**config.mk**
```make
export PLATFORM = sky130hd
export DESIGN_NAME = square_duty_ctrl_flat
export DESIGN_NICKNAME = d
export VERILOG_FILES = /design/src/rtl/square_ctrl_pkg.sv /design/src/rtl/square_duty_ctrl_if.sv /design/src/rtl/square_duty_ctrl_key_autorepeat.sv /design/src/rtl/square_duty_ctrl.sv /design/src/flat_wrapper.sv
export SDC_FILE = /design/constraint.sdc
export NUM_CORES = 1
export LEC_CHECK = 0
export ABC_AREA = 1
export BUFFER_PORTS_ARGS = -buffer_cell sky130_fd_sc_hd__clkbuf_2
export CAP_MARGIN = 0
export CORE_MARGIN = 8
export CORE_UTILIZATION = 60
export CTS_BUF_LIST = sky130_fd_sc_hd__clkbuf_4
export CTS_CLUSTER_SIZE = 12
export DETAILED_ROUTE_END_ITERATION = 8
export HOLD_SLACK_MARGIN = 0.05
export PLACE_DENSITY = 0.78
export SLEW_MARGIN = 20
export SYNTH_ARGS = -nofsm -noshare
export SYNTH_HDL_FRONTEND = slang
export SYNTH_SLANG_ARGS = --single-unit
```
**constraint.sdc**
```tcl
create_clock -name clk -period 3.15 [get_ports clk]
set_clock_uncertainty 0.05 [all_clocks]
set_input_delay 0 -clock clk [delete_from_list [all_inputs] [get_ports clk]]
set_output_delay 0 -clock clk [all_outputs]
set_load 0.02 [all_outputs]
```
**src/rtl/square_ctrl_pkg.sv**
```systemverilog
// Shared codes, limits, step-FSM encoding and the saturating step helper
// for the square generator duty controller.
package square_ctrl_pkg;

  localparam logic [1:0] DUTY_HALF    = 2'b00;
  localparam logic [1:0] DUTY_THIRD   = 2'b01;
  localparam logic [1:0] DUTY_QUARTER = 2'b10;
  localparam logic [1:0] DUTY_SEVENTH = 2'b11;

  localparam logic [6:0] DUTY_CONT_MIN = 7'd1;
  localparam logic [6:0] DUTY_CONT_MAX = 7'd99;

  typedef enum logic [1:0] {
    IDLE   = 2'd0,
    HOLD   = 2'd1,
    REPEAT = 2'd2
  } step_state_e;

  // A step at either limit leaves the value where it is.
  function automatic logic [6:0] sat_step(input logic [6:0] v, input logic up);
    if (up) return (v >= DUTY_CONT_MAX) ? DUTY_CONT_MAX : v + 7'd1;
    else    return (v <= DUTY_CONT_MIN) ? DUTY_CONT_MIN : v - 7'd1;
  endfunction

endpackage

```
**src/rtl/square_duty_ctrl_if.sv**
```systemverilog
// Key/phase inputs and committed duty outputs between the key block,
// the duty controller and the square generator.
interface square_duty_ctrl_if;
  logic [11:0] phase;
  logic        key_mode;
  logic        key_up;
  logic        key_down;
  logic [1:0]  duty_mode;
  logic [6:0]  duty_cont;
  logic        cont_enable;
  logic        pending;

  modport master (
    output phase, key_mode, key_up, key_down,
    input  duty_mode, duty_cont, cont_enable, pending
  );

  modport slave (
    input  phase, key_mode, key_up, key_down,
    output duty_mode, duty_cont, cont_enable, pending
  );
endinterface

```
**src/rtl/square_duty_ctrl_key_autorepeat.sv**
```systemverilog
// Up/down step generator with press-and-hold auto-repeat.
// state  | meaning
// IDLE   | waiting for a single up or down rising edge
// HOLD   | key held, counting down to the first repeat
// REPEAT | key still held, one step per repeat period
module key_autorepeat
  import square_ctrl_pkg::*;
#(
  parameter int HOLD_CYCLES   = 50_000_000,
  parameter int REPEAT_CYCLES = 5_000_000
) (
  input  logic clk,
  input  logic rst_n,
  input  logic up_i,
  input  logic down_i,
  input  logic enable_i,
  output logic step_pulse_o,
  output logic step_dir_o
);

  localparam int MAXC = (HOLD_CYCLES > REPEAT_CYCLES) ? HOLD_CYCLES : REPEAT_CYCLES;
  localparam int CW   = $clog2(MAXC) + 1;
  localparam logic [CW-1:0] HOLD_LOAD   = CW'(HOLD_CYCLES - 1);
  localparam logic [CW-1:0] REPEAT_LOAD = CW'(REPEAT_CYCLES - 1);

  step_state_e   state_q;
  logic [CW-1:0] cnt_q;
  logic          up_q, down_q, dir_q, step_q;
  logic          up_rise, down_rise, both, held;

  assign up_rise   = up_i & ~up_q;
  assign down_rise = down_i & ~down_q;
  assign both      = up_i & down_i;
  assign held      = dir_q ? up_i : down_i;

  always_ff @(posedge clk or negedge rst_n) begin
    if (!rst_n) begin
      state_q <= IDLE;
      cnt_q   <= '0;
      up_q    <= 1'b0;
      down_q  <= 1'b0;
      dir_q   <= 1'b0;
      step_q  <= 1'b0;
    end else begin
      up_q   <= up_i;
      down_q <= down_i;
      step_q <= 1'b0;
      if (!enable_i || both) begin
        state_q <= IDLE;
      end else begin
        case (state_q)
          IDLE: begin
            if (up_rise || down_rise) begin
              state_q <= HOLD;
              dir_q   <= up_rise;
              cnt_q   <= HOLD_LOAD;
              step_q  <= 1'b1;
            end
          end
          HOLD, REPEAT: begin
            if (!held) begin
              state_q <= IDLE;
            end else if (cnt_q == '0) begin
              state_q <= REPEAT;
              cnt_q   <= REPEAT_LOAD;
              step_q  <= 1'b1;
            end else begin
              cnt_q <= cnt_q - CW'(1);
            end
          end
          default: state_q <= IDLE;
        endcase
      end
    end
  end

  assign step_pulse_o = step_q;
  assign step_dir_o   = dir_q;

endmodule

```
**src/rtl/square_duty_ctrl.sv**
```systemverilog
// Duty controller: mode cycling, shadow settings, and commit of all outputs
// together at a phase wrap or after a wrap-less timeout.
module square_duty_ctrl
  import square_ctrl_pkg::*;
#(
  parameter int         HOLD_CYCLES    = 50_000_000,
  parameter int         REPEAT_CYCLES  = 5_000_000,
  parameter int         COMMIT_TIMEOUT = 100_000_000,
  parameter logic [6:0] CONT_RESET     = 7'd50
) (
  input logic               clk,
  input logic               rst_n,
  square_duty_ctrl_if.slave bus
);

  localparam int TW = $clog2(COMMIT_TIMEOUT) + 1;
  localparam logic [TW-1:0] TMO_LAST = TW'(COMMIT_TIMEOUT - 1);

  logic          armed_q, mode_key_q, mode_pulse_q;
  logic [11:0]   phase_q;
  logic [TW-1:0] tmo_q;
  logic [1:0]    sh_mode_q, sh_mode_d, mode_q;
  logic [6:0]    sh_cont_q, sh_cont_d, cont_q;
  logic          sh_cen_q, sh_cen_d, cen_q, pending_q;
  logic          mode_rise, step_pulse, step_dir, wrap, commit;

  // armed_q masks the first cycle after reset so a key held through reset is not an edge.
  assign mode_rise = armed_q & bus.key_mode & ~mode_key_q;
  assign wrap      = bus.phase < phase_q;
  assign commit    = wrap | (tmo_q == TMO_LAST);

  key_autorepeat #(
    .HOLD_CYCLES  (HOLD_CYCLES),
    .REPEAT_CYCLES(REPEAT_CYCLES)
  ) u_autorepeat (
    .clk         (clk),
    .rst_n       (rst_n),
    .up_i        (bus.key_up),
    .down_i      (bus.key_down),
    .enable_i    (armed_q & sh_cen_q & ~mode_rise),
    .step_pulse_o(step_pulse),
    .step_dir_o  (step_dir)
  );

  always_comb begin
    sh_mode_d = sh_mode_q;
    sh_cont_d = sh_cont_q;
    sh_cen_d  = sh_cen_q;
    if (mode_pulse_q) begin
      if (sh_cen_q) begin
        sh_cen_d  = 1'b0;
        sh_mode_d = DUTY_HALF;
      end else if (sh_mode_q == DUTY_SEVENTH) begin
        sh_cen_d = 1'b1;
      end else begin
        sh_mode_d = sh_mode_q + 2'd1;
      end
    end else if (step_pulse && sh_cen_q) begin
      sh_cont_d = sat_step(sh_cont_q, step_dir);
    end
  end

  // Commit samples the shadows before this cycle's update.
  always_ff @(posedge clk or negedge rst_n) begin
    if (!rst_n) begin
      armed_q      <= 1'b0;
      mode_key_q   <= 1'b0;
      mode_pulse_q <= 1'b0;
      phase_q      <= '0;
      tmo_q        <= '0;
      sh_mode_q    <= DUTY_HALF;
      sh_cont_q    <= CONT_RESET;
      sh_cen_q     <= 1'b0;
      mode_q       <= DUTY_HALF;
      cont_q       <= CONT_RESET;
      cen_q        <= 1'b0;
      pending_q    <= 1'b0;
    end else begin
      armed_q      <= 1'b1;
      mode_key_q   <= bus.key_mode;
      mode_pulse_q <= mode_rise;
      phase_q      <= bus.phase;
      sh_mode_q    <= sh_mode_d;
      sh_cont_q    <= sh_cont_d;
      sh_cen_q     <= sh_cen_d;
      pending_q    <= (sh_mode_q != mode_q) | (sh_cont_q != cont_q) | (sh_cen_q != cen_q);
      if (commit) begin
        mode_q <= sh_mode_q;
        cont_q <= sh_cont_q;
        cen_q  <= sh_cen_q;
        tmo_q  <= '0;
      end else begin
        tmo_q <= tmo_q + TW'(1);
      end
    end
  end

  assign bus.duty_mode   = mode_q;
  assign bus.duty_cont   = cont_q;
  assign bus.cont_enable = cen_q;
  assign bus.pending     = pending_q;

endmodule

```
**src/flat_wrapper.sv**
```systemverilog
// flat-port wrapper written by rule: the top's interface ports become plain ports
module square_duty_ctrl_flat import square_ctrl_pkg::*;
#(
  parameter int         HOLD_CYCLES    = 50_000_000,
  parameter int         REPEAT_CYCLES  = 5_000_000,
  parameter int         COMMIT_TIMEOUT = 100_000_000,
  parameter logic [6:0] CONT_RESET     = 7'd50
)
  (clk, rst_n, bus_phase, bus_key_mode, bus_key_up, bus_key_down, bus_duty_mode, bus_duty_cont, bus_cont_enable, bus_pending);
  square_duty_ctrl_if bus_i ();
  input logic clk;
  input logic rst_n;
  input wire logic [$bits(bus_i.phase)-1:0] bus_phase;
  input wire logic [$bits(bus_i.key_mode)-1:0] bus_key_mode;
  input wire logic [$bits(bus_i.key_up)-1:0] bus_key_up;
  input wire logic [$bits(bus_i.key_down)-1:0] bus_key_down;
  output wire logic [$bits(bus_i.duty_mode)-1:0] bus_duty_mode;
  output wire logic [$bits(bus_i.duty_cont)-1:0] bus_duty_cont;
  output wire logic [$bits(bus_i.cont_enable)-1:0] bus_cont_enable;
  output wire logic [$bits(bus_i.pending)-1:0] bus_pending;
  assign bus_i.phase = bus_phase;
  assign bus_i.key_mode = bus_key_mode;
  assign bus_i.key_up = bus_key_up;
  assign bus_i.key_down = bus_key_down;
  assign bus_duty_mode = bus_i.duty_mode;
  assign bus_duty_cont = bus_i.duty_cont;
  assign bus_cont_enable = bus_i.cont_enable;
  assign bus_pending = bus_i.pending;
  square_duty_ctrl #(.HOLD_CYCLES(HOLD_CYCLES), .REPEAT_CYCLES(REPEAT_CYCLES), .COMMIT_TIMEOUT(COMMIT_TIMEOUT), .CONT_RESET(CONT_RESET)) u_core (.clk(clk), .rst_n(rst_n), .bus(bus_i));
endmodule
```
==> run summary <==
top_reg_cell synth = dfrtp_1
worst skew pair latency = 0.48 ns
post-route minimum period = 2.311 ns
die height = 115.3 µm
drt pass-1 iters = 5
area grow syn2layout = 8.812%
routed wire length = 13260 µm
hold slack = 0.1154 ns
CP Depth = 7
worst path arrival time = 2.63 ns
LEAKAGE = 3.147 nW
yosys warns = 0
# nets final = 928
family with the most delay on the worst path = simple AND/OR/NAND/NOR gates
H-tree Lvls = 3
critical path peak fanout = 21
Post-Syn Instances = 849
post-synth cell types = 35
Async S/R FF share, synth = 100.0%
Setup Crit Path Kind = register to register
PwrDens = 468.9 mW/mm²
die area = 0.01330 mm²
initial antenna violation count = 0
FF+latch count, synth = 97
EDFF count, synth = 0
initial DRC count = 508
top-count cell post-synth = nand2_1
GR Util All Layers = 21.50%
Reg2Reg Setup Slack = 0.84 ns
largest net degree at the start of global routing = 76
Core ar. = 0.009684 mm²
Tightest Pin Transition = 0.9487 ns
outcome = complete, no violations
Core Util, Final = 66.52%
WL/cell = 12.89 µm
Post CTS Setup Buffer Count = 0
crit path cell chain = ha_1, nand3_2, nor3_4, nand4_1, nand2_1, buf_4, nor2_1
Max transition margin = 36.75%
CP Capture Type = register
worst vdd ir = 0.0002197 V
CP max-delay cell = dfrtp_1
row count = 36
total global routing overflow = 0
mapped cell area = 0.005921 mm²
layout cells sized above 1 = 7.813%
Reg2Reg Depth = 7
Die Width = 115.3 µm
RR Startpoint = u_core.tmo_q[0]
Synth Net Count = 886
Vias = 5392
clk sinks = 97
first-pass GRT wire length = 23180 µm
capturing point of the worst reg2reg path = u_core.tmo_q[22]
Area contributors post-synth = dfrtp_1 (38%), nand2_1 (17%), nor2_1 (9.0%)
IO Pins = 28
clock root cell = clkbuf_4
CTS Buf Count = 9
Max Clock Freq = 432.7 MHz
setup slack after layout = 0.8390 ns
syn_area_per_cell = 6.974 µm²
CTS tree = built
pre-CTS setup slack = 0.8464 ns
clk slew on worst S/H paths = 0.17 ns
Worst Hold Class = input port to async pin
# port buffers = 27
RSZ-0062 raised after global routing = no
Final GP Congestion = 0.9476
Synth area leader = dfrtp_1
number of max-cap violations = 0
Buf/Inv on CP = 1
Final Setup Violations = 0
share of the synthesized area in the top cell type = 38.46%
DRT antenna net count = 0
Starting Density = 61.14%
CP peak stage delay = 0.46 ns
period utilisation layout = 73.37%
ant diodes = 0
Post-Route Setup TNS = 0 ns
vias in the first global route = 5078
Via density = 5.240
Pins Over Slew Limit = 0
CP Data Required Time = 3.47 ns
post-detail-place hpwl = 9871 µm
register area share after synthesis = 41.12%
Worst Setup Start Kind = register
Fin. Hold Viols = 0
Bufs on Longest Clock Path = 2
most common library cells after synthesis = nand2_1 (270), nor2_1 (142), inv_1 (104)
Remaining DRCs = 0
==> kinds of logic (layout without fill, tap and decap cells) <==
| family | Yosys count | count (layout) | synth area share, % |
|---|---|---|---|
| and+or+nand+nor | 535 | 535 | 38.08 |
| buffers and inverters | 122 | 169 | 8.558 |
| DFF | 97 | 97 | 41.12 |
| AOI/OAI and AO/OA | 49 | 49 | 4.248 |
| xor gates and xnor gates | 25 | 25 | 3.698 |
| adders and majority gates | 20 | 20 | 4.227 |
| other | 1 | 1 | 0.06334 |
==> worst register-to-register path, delay by kind of cell (launching register included) <==
family                     cells  cell delay (ns)
DFF                            1             0.46
and+or+nand+nor                5             1.15
buffers and inverters          1             0.26
adders and majority gates      1             0.30
==> cells in the final DEF, fill, tap and decap left out, types with 5 or more instances in the layout <==
master,count
a21oi_1,18
nand3b_1,5
xor2_1,19
inv_1,104
ha_1,20
nand3_1,70
nand4_1,18
nor3_1,13
clkbuf_2,26
clkbuf_4,10
dlygate4sd3_1,16
nand2_1,270
dfstp_2,6
nor2_1,142
buf_4,5
dfrtp_1,91
o21ai_0,25
xnor2_1,6
==> what timing repair did <==
item                                   4_1_cts  5_1_grt
hold buffers                                16        0
endpoints found under the hold margin       89        0
resized for setup                            0        0
==> metrics by stage <==
step / power [mW] / cells / instance area (µm²)
floorplan: 2.160 / 849 / 5921
global placement: 2.344 / 997 / 6151
detailed placement: 2.372 / 997 / 6151
CTS: 3.039 / 1029 / 6442
global route: 3.240 / 1029 / 6442
finish: 3.021 / 1029 / 6442
==> sequential cells by signal (all words and copies together), names as in the netlist, 2 cells and up <==
signal                       flops
u_core.tmo_q                    28
u_core.u_autorepeat.cnt_q       27
u_core.u_autorepeat.state_q      2
u_core.phase_q                  12
u_core.bus.duty_cont             7
u_core.sh_cont_q                 7
u_core.bus.duty_mode             2
u_core.sh_mode_q                 2
==> per-layer routing <==
layer	wire (µm)	track usage [%]	vias up
li1	-	-	2731
met1	6098	27.62	2474
met2	6062	34.50	158
met3	739	4.044	29
met4	359	9.632	0
met5	0	0	-
==> area by class of cell <==
type                            count  area, µm²
Tap cell                          133      166.4
Inverter                          106      402.9
Multi-Input combinational cell    630       2979
Fill cell                         850       3242
Timing Repair Buffer               47      327.8
Sequential cell                    97       2435
Clock inverter                      6      56.30
Clock buffer                       10      75.07
==> where the power goes <==
group          switching [mW]  internal, mW
Combinational           0.502         0.306
Sequential              0.176          1.39
Clock                   0.462         0.189
Total                    1.14          1.88
==> how the worst max path moves through the flow <==
stage	to	start	slack, ns
2_1_floorplan	u_core.tmo_q[0]	u_core.tmo_q[0]	1.45
3_3_place_gp	u_core.bus.duty_cont[0]	u_core.tmo_q[0]	0.98
3_5_place_dp	u_core.tmo_q[10]	u_core.tmo_q[0]	0.85
4_1_cts	u_core.tmo_q[22]	u_core.tmo_q[0]	0.83
5_1_grt	u_core.bus.duty_cont[5]	u_core.tmo_q[0]	0.58
6_report	u_core.tmo_q[22]	u_core.tmo_q[0]	0.84
Power figures use the tool's default switching activity.
